[src/rtl/vga_pmod_out.sv]
// Purpose : final video output stage; realigns timing to compositor latency, blanks, applies sync polarity, packs PMOD byte, counts frames, raises vblank irq.
// Latency : colour 1 cycle after r/g/b_in; syncs and visible DELAY+1 cycles after the timing inputs.
// Backpres: none; streaming pixel pipeline that advances every clk, no stall path.
//
// Ports:
//   clk, reset                   pixel clock, synchronous active-high reset
//   hsync_in, vsync_in           raw syncs from the video controller (active-high pulse)
//   visible_in                   active-area flag from the video controller
//   r_in, g_in, b_in             2-bit composited colour, DELAY cycles behind timing
//   sync_pol                     0 = negative output syncs, 1 = positive
//   irq_clear                    one-cycle strobe clearing irq_pending
//   test_mode                    colour-bar select (only when VGA_TEST_PATTERN_EN is defined)
//   uo_out                       PMOD byte {HS,B0,G0,R0,VS,B1,G1,R1}
//   frame_count                  completed frames since reset (wraps)
//   irq_pending                  sticky vblank interrupt
//
// Build option: define VGA_TEST_PATTERN_EN to add the test_mode input and colour-bar generator.
module vga_pmod_out #(
    parameter int DELAY = 2           // compositor latency, legal range 0..7
) (
    input  logic        clk,
    input  logic        reset,
    input  logic        hsync_in,
    input  logic        vsync_in,
    input  logic        visible_in,
    input  logic [1:0]  r_in,
    input  logic [1:0]  g_in,
    input  logic [1:0]  b_in,
    input  logic        sync_pol,
    input  logic        irq_clear,
`ifdef VGA_TEST_PATTERN_EN
    input  logic        test_mode,
`endif
    output logic [7:0]  uo_out,
    output logic [15:0] frame_count,
    output logic        irq_pending
);

    // Timing signals aligned with the colour arriving from the compositor.
    logic hs_d;
    logic vs_d;
    logic vis_d;

    generate
        if (DELAY == 0) begin : g_no_dly
            assign hs_d  = hsync_in;
            assign vs_d  = vsync_in;
            assign vis_d = visible_in;
        end else begin : g_dly
            // Each stage carries {hsync, vsync, visible}.
            logic [DELAY-1:0][2:0] tim_pipe_q;
            logic [DELAY-1:0][2:0] tim_pipe_d;

            always_comb begin
                tim_pipe_d    = tim_pipe_q;
                tim_pipe_d[0] = {hsync_in, vsync_in, visible_in};
                for (int i = 1; i < DELAY; i++) begin
                    tim_pipe_d[i] = tim_pipe_q[i-1];
                end
            end

            always_ff @(posedge clk) begin
                if (reset) begin
                    tim_pipe_q <= '0;
                end else begin
                    tim_pipe_q <= tim_pipe_d;
                end
            end

            assign {hs_d, vs_d, vis_d} = tim_pipe_q[DELAY-1];
        end
    endgenerate

    logic [7:0]  uo_q,          uo_d;
    logic        vs_prev_q,     vs_prev_d;
    logic [15:0] frame_count_q, frame_count_d;
    logic        irq_q,         irq_d;
    logic [1:0]  r_src, g_src, b_src;
    logic [1:0]  r_px,  g_px,  b_px;
    logic        hs_o, vs_o;
    logic        vs_rise;

`ifdef VGA_TEST_PATTERN_EN
    logic [9:0]  col_q, col_d;
    logic [2:0]  bar_idx;
`endif

    always_comb begin
        r_src = r_in;
        g_src = g_in;
        b_src = b_in;
`ifdef VGA_TEST_PATTERN_EN
        // Eight 64-pixel-wide bars; hsync resets the column so every line starts at bar 0.
        bar_idx = col_q[8:6];
        col_d   = col_q;
        if (hs_d) begin
            col_d = '0;
        end else if (vis_d) begin
            col_d = col_q + 10'd1;
        end
        if (test_mode) begin
            r_src = {2{bar_idx[2]}};
            g_src = {2{bar_idx[1]}};
            b_src = {2{bar_idx[0]}};
        end
`endif
        // Blank colour outside the active area.
        r_px = vis_d ? r_src : 2'b00;
        g_px = vis_d ? g_src : 2'b00;
        b_px = vis_d ? b_src : 2'b00;

        hs_o = sync_pol ? hs_d : ~hs_d;
        vs_o = sync_pol ? vs_d : ~vs_d;

        uo_d = {hs_o, b_px[0], g_px[0], r_px[0], vs_o, b_px[1], g_px[1], r_px[1]};

        // Frame boundary = rising edge of the aligned vsync.
        vs_rise       = vs_d & ~vs_prev_q;
        vs_prev_d     = vs_d;
        frame_count_d = frame_count_q + {15'd0, vs_rise};
        // A new vblank takes priority over a simultaneous clear.
        irq_d         = vs_rise | (irq_q & ~irq_clear);
    end

    always_ff @(posedge clk) begin
        if (reset) begin
            uo_q          <= sync_pol ? 8'h00 : 8'h88;
            vs_prev_q     <= 1'b0;
            frame_count_q <= '0;
            irq_q         <= 1'b0;
`ifdef VGA_TEST_PATTERN_EN
            col_q         <= '0;
`endif
        end else begin
            uo_q          <= uo_d;
            vs_prev_q     <= vs_prev_d;
            frame_count_q <= frame_count_d;
            irq_q         <= irq_d;
`ifdef VGA_TEST_PATTERN_EN
            col_q         <= col_d;
`endif
        end
    end

    assign uo_out      = uo_q;
    assign frame_count = frame_count_q;
    assign irq_pending = irq_q;

endmodule

[config.mk]
export PLATFORM = sky130hd
export DESIGN_NAME = vga_pmod_out
export DESIGN_NICKNAME = d
export VERILOG_FILES = /design/src/rtl/vga_pmod_out.sv
export SDC_FILE = /design/constraint.sdc
export NUM_CORES = 1
export LEC_CHECK = 0
export CORE_UTILIZATION = 25
export CTS_CLUSTER_SIZE = 28
export DETAILED_ROUTE_END_ITERATION = 8
export GPL_TIMING_DRIVEN = 0
export PLACE_DENSITY = 0.53
export SLEW_MARGIN = 20
export SYNTH_ARGS = -nofsm -noshare
export SYNTH_HDL_FRONTEND = slang
export SYNTH_SLANG_ARGS = --single-unit
[constraint.sdc]
create_clock -name clk -period 2.5 [get_ports clk]
set_input_delay 0.375 -clock clk [delete_from_list [all_inputs] [get_ports clk]]
set_output_delay 0.375 -clock clk [all_outputs]
set_load 0.005 [all_outputs]
==> flow_summary_export.csv <==
group,metric,value,unit
status,outcome,"finished, final reports clean",
place,port_buffers,37,
worst_hold_path,hp-class,"reg2reg",
finish,syn_to_final_growth,43.4,%
clock_tree,postCtsHoldBufs,0,
pwr,p_switching,0.195,mW
clock_tree,cts_buffers,5,
clock_tree,cts_root_buf,"clkbuf_8",
clock_tree,cts_max_path_buffers,2,
finish,multi_input_area,546,sq um
pwr,power.density,559,nW/um^2
timing,worstMarginPinSlew,0.483,ns
global_route,grt_pass1_wl,4200,um
pwr,comb_power_share,5.4,%
pwr,power.share.switching,20.0,%
worst_setup_path,end_kind,"flip-flop",
timing,slew_viol_final,0,
clock_tree,cts_max_level,2,
clock_tree,clock_latency,0.28,ns
routing,antenna_left,0,
worst_setup_path,worstSetupStartpointType,"flip-flop",
place,placed_cells,211,
global_route,grt_pass1_vias,930,
routing,wl_per_cell,11.5,um
finish,n_fill_cell,488,
timing,rsz0062_at_grt,"false",
worst_setup_path,worst_ep_arrival_time,2.16,ns
clock_tree,cts_resized,0,
floorplanning,rows,25,
finish,n_antenna_cell,0,
synth,synthSimpleGateAreaFrac,27.5,%
clock_tree,path_clk_slew,0.06,ns
worst_setup_path,critPathKind,"reg2reg",
timing,finClkSkew,0.00485,ns
synth,synth-seq-cells,32,
global_route,track_usage,10.9,%
floorplanning,num_io_pins,38,
run,max_cap_violations,0,
timing,tns,0,ns
routing,drt_pass1_iterations,4,
routing,route.final.wire_length,2520,um
synth,synth_fa_ha_area_share,3.09,%
floorplanning,initial_utilization,25.9,%
timing,clock.fmax,502,MHz
clock_tree,cts_tree,"built",
synth,seq_area_frac_synth,52.7,%
finish,fin_cells,219,
global_route,grt_max_degree,11,
timing,hold_viol_final,0,
finish,seqCellArea,641,sq um
synth,synth_compound_area_share,7.00,%
timing,post-route-period-util,79.7,%
routing,via_per_inst,4.58,
timing,setup_viol,0,
place,place_congestion,0.776,
worst_hold_path,min_path_cells,1,
global_route,overflow,0,
synth,synthMuxAreaShare,3.70,%
floorplanning,dieHeight,71.7,um
synth,synth-xor-area-share,3.60,%
finish,nets,180,
worst_setup_path,crit_fanout,9,
synth,postSynthAreaPerCell,10.1,sq um
pwr,p_leak,0.637,nW
finish,fin_util,37.2,%
routing,drc,0,
synth,synth_fp_nets,136,
routing,vias,1002,
floorplanning,die_width,71.7,um
floorplanning,dieArea,5150,sq um
synth,syn_inst,120,
place,dp_hpwl,1890,um
clock_tree,cts_num_sinks,32,
pwr,internal_power,0.779,mW
synth,ys_warn_count,0,
pwr,pwr-share-clk,40.8,%
pwr,peakVddDrop,213,uV
clock_tree,post_cts_buffers,0,
global_route,antenna_found_initial,0,
finish,final_layout_size_suffix_gt1_share,8.48,%
worst_setup_path,worstPathRequired,2.67,ns
worst_setup_path,ff2ff_path_depth,6,
pwr,seq_power_share,53.8,%
synth,synth_top_family_by_area,"simple AND/OR/NAND/NOR gates",
timing,layout_min_cycle_time,1.99,ns
timing,slew_headroom,67.8,%
synth,syn_area,1220,sq um
floorplanning,core_area,4690,sq um
routing,drt-initial-drc-count,44,
synth,ys_types,22,
-- layout by cell type (no fill, tap or decap), types with 4 or more instances in the layout --
master	netlist	routed
nor2_1	9	9
nor2b_1	15	15
nand3_1	4	4
clkdlybuf4s50_1	0	37
mux2_2	4	4
dfxtp_1	32	32
a21oi_1	8	8
clkbuf_1	2	4
inv_1	5	5
or4_1	4	4
and2_1	6	6
o31ai_1	4	4
nor4_1	4	4
clkbuf_8	0	6
-- power groups by stage --
stage | Sequential [mW] | Clock (mW) | Combinational [mW]
2_1_floorplan | 0.536 | 0 | 0.0174
4_1_cts | 0.524 | 0.415 | 0.0540
5_1_grt | 0.524 | 0.446 | 0.0585
3_3_place_gp | 0.535 | 0 | 0.0529
3_5_place_dp | 0.535 | 0 | 0.0535
6_report | 0.524 | 0.398 | 0.0526
-- worst max-delay path, stage by stage, from the launching register on --
cell and delay, ns:
dfxtp_1 0.31, nor2b_1 0.21, ha_1 0.21, ha_1 0.25
nand4_4 0.18, nor4_1 0.35, mux2_2 0.37
-- routing by layer --
| metal | global-route usage (%) | wire length [um] | vias to the layer above |
|---|---|---|---|
| li1 | - | - | 503 |
| met1 | 12.4 | 1100 | 459 |
| met2 | 17.5 | 1210 | 34 |
| met3 | 5.20 | 173 | 6 |
| met4 | 4.58 | 41 | 0 |
| met5 | 0 | 0 | - |
-- logic make-up (layout without fill, tap and decap cells) --
family	count (synthesis)	after routing
AND/OR/NAND/NOR	53	53
flip-flops	32	32
AO/OA/AOI/OAI	15	15
buffers and inverters	8	53
XOR/XNOR	5	5
multiplexers	4	4
adder cells (fa/ha/maj)	3	3
-- sequential cells by signal, summed over array words and instances (netlist names) --
register          flops
frame_count          16
g_dly.tim_pipe_d      3
g_dly.tim_pipe_q      3
irq_pending           1
uo_out                8
vs_prev_q             1
-- synth_stat cells --
library cell	instances	share of area (%)
buf_1	1	0.31
nor4_1	4	2.1
ha_1	3	3.1
clkbuf_1	2	0.62
nand4_1	3	1.5
and2_1	6	3.1
nand2_1	3	0.93
or3_2	2	1.2
o21ai_0	3	1.2
xnor2_1	3	2.2
or4_1	4	2.5
dfxtp_1	32	53
inv_1	5	1.5
nand3_1	4	1.6
o31ai_1	4	2.5
nor2_1	9	2.8
a21oi_1	8	3.3
nor2b_1	15	7.7
nand4_4	2	3.5
xor2_1	2	1.4
or3_1	1	0.51
mux2_2	4	3.7
-- path summary, 6_finish.rpt --
kind | slack [ns] | to | from
setup reg to reg | 0.51 | frame_count[14] | g_dly.tim_pipe_q[4]
hold / removal | 0.44 | g_dly.tim_pipe_q[5] | g_dly.tim_pipe_d[5]
hold reg to reg | 0.44 | g_dly.tim_pipe_q[5] | g_dly.tim_pipe_d[5]
setup / recovery | 0.51 | frame_count[14] | g_dly.tim_pipe_q[4]
-- metrics by stage --
stage | total power, mW | hold WS [ns] | cell area, sq um | setup WS, ns
after floorplan | 0.553 | 0.414 | 1220 | 0.686
after global placement | 0.588 | 0.416 | 1650 | 0.504
after detailed placement | 0.589 | 0.431 | 1650 | 0.471
after CTS | 0.993 | 0.447 | 1740 | 0.464
after global routing | 1.03 | 0.467 | 1740 | 0.345
final | 0.974 | 0.440 | 1740 | 0.509
-- layout make-up --
cell class                      instances  area share (%)
Inverter                                5            1.08
Multi-Input combinational cell         80            31.3
Clock buffer                            8            5.17
Tap cell                               54            3.87
Buffer                                  3           0.646
Sequential cell                        32            36.7
Timing Repair Buffer                   37            21.2
No activity file was read; power rests on OpenSTA's default activity.
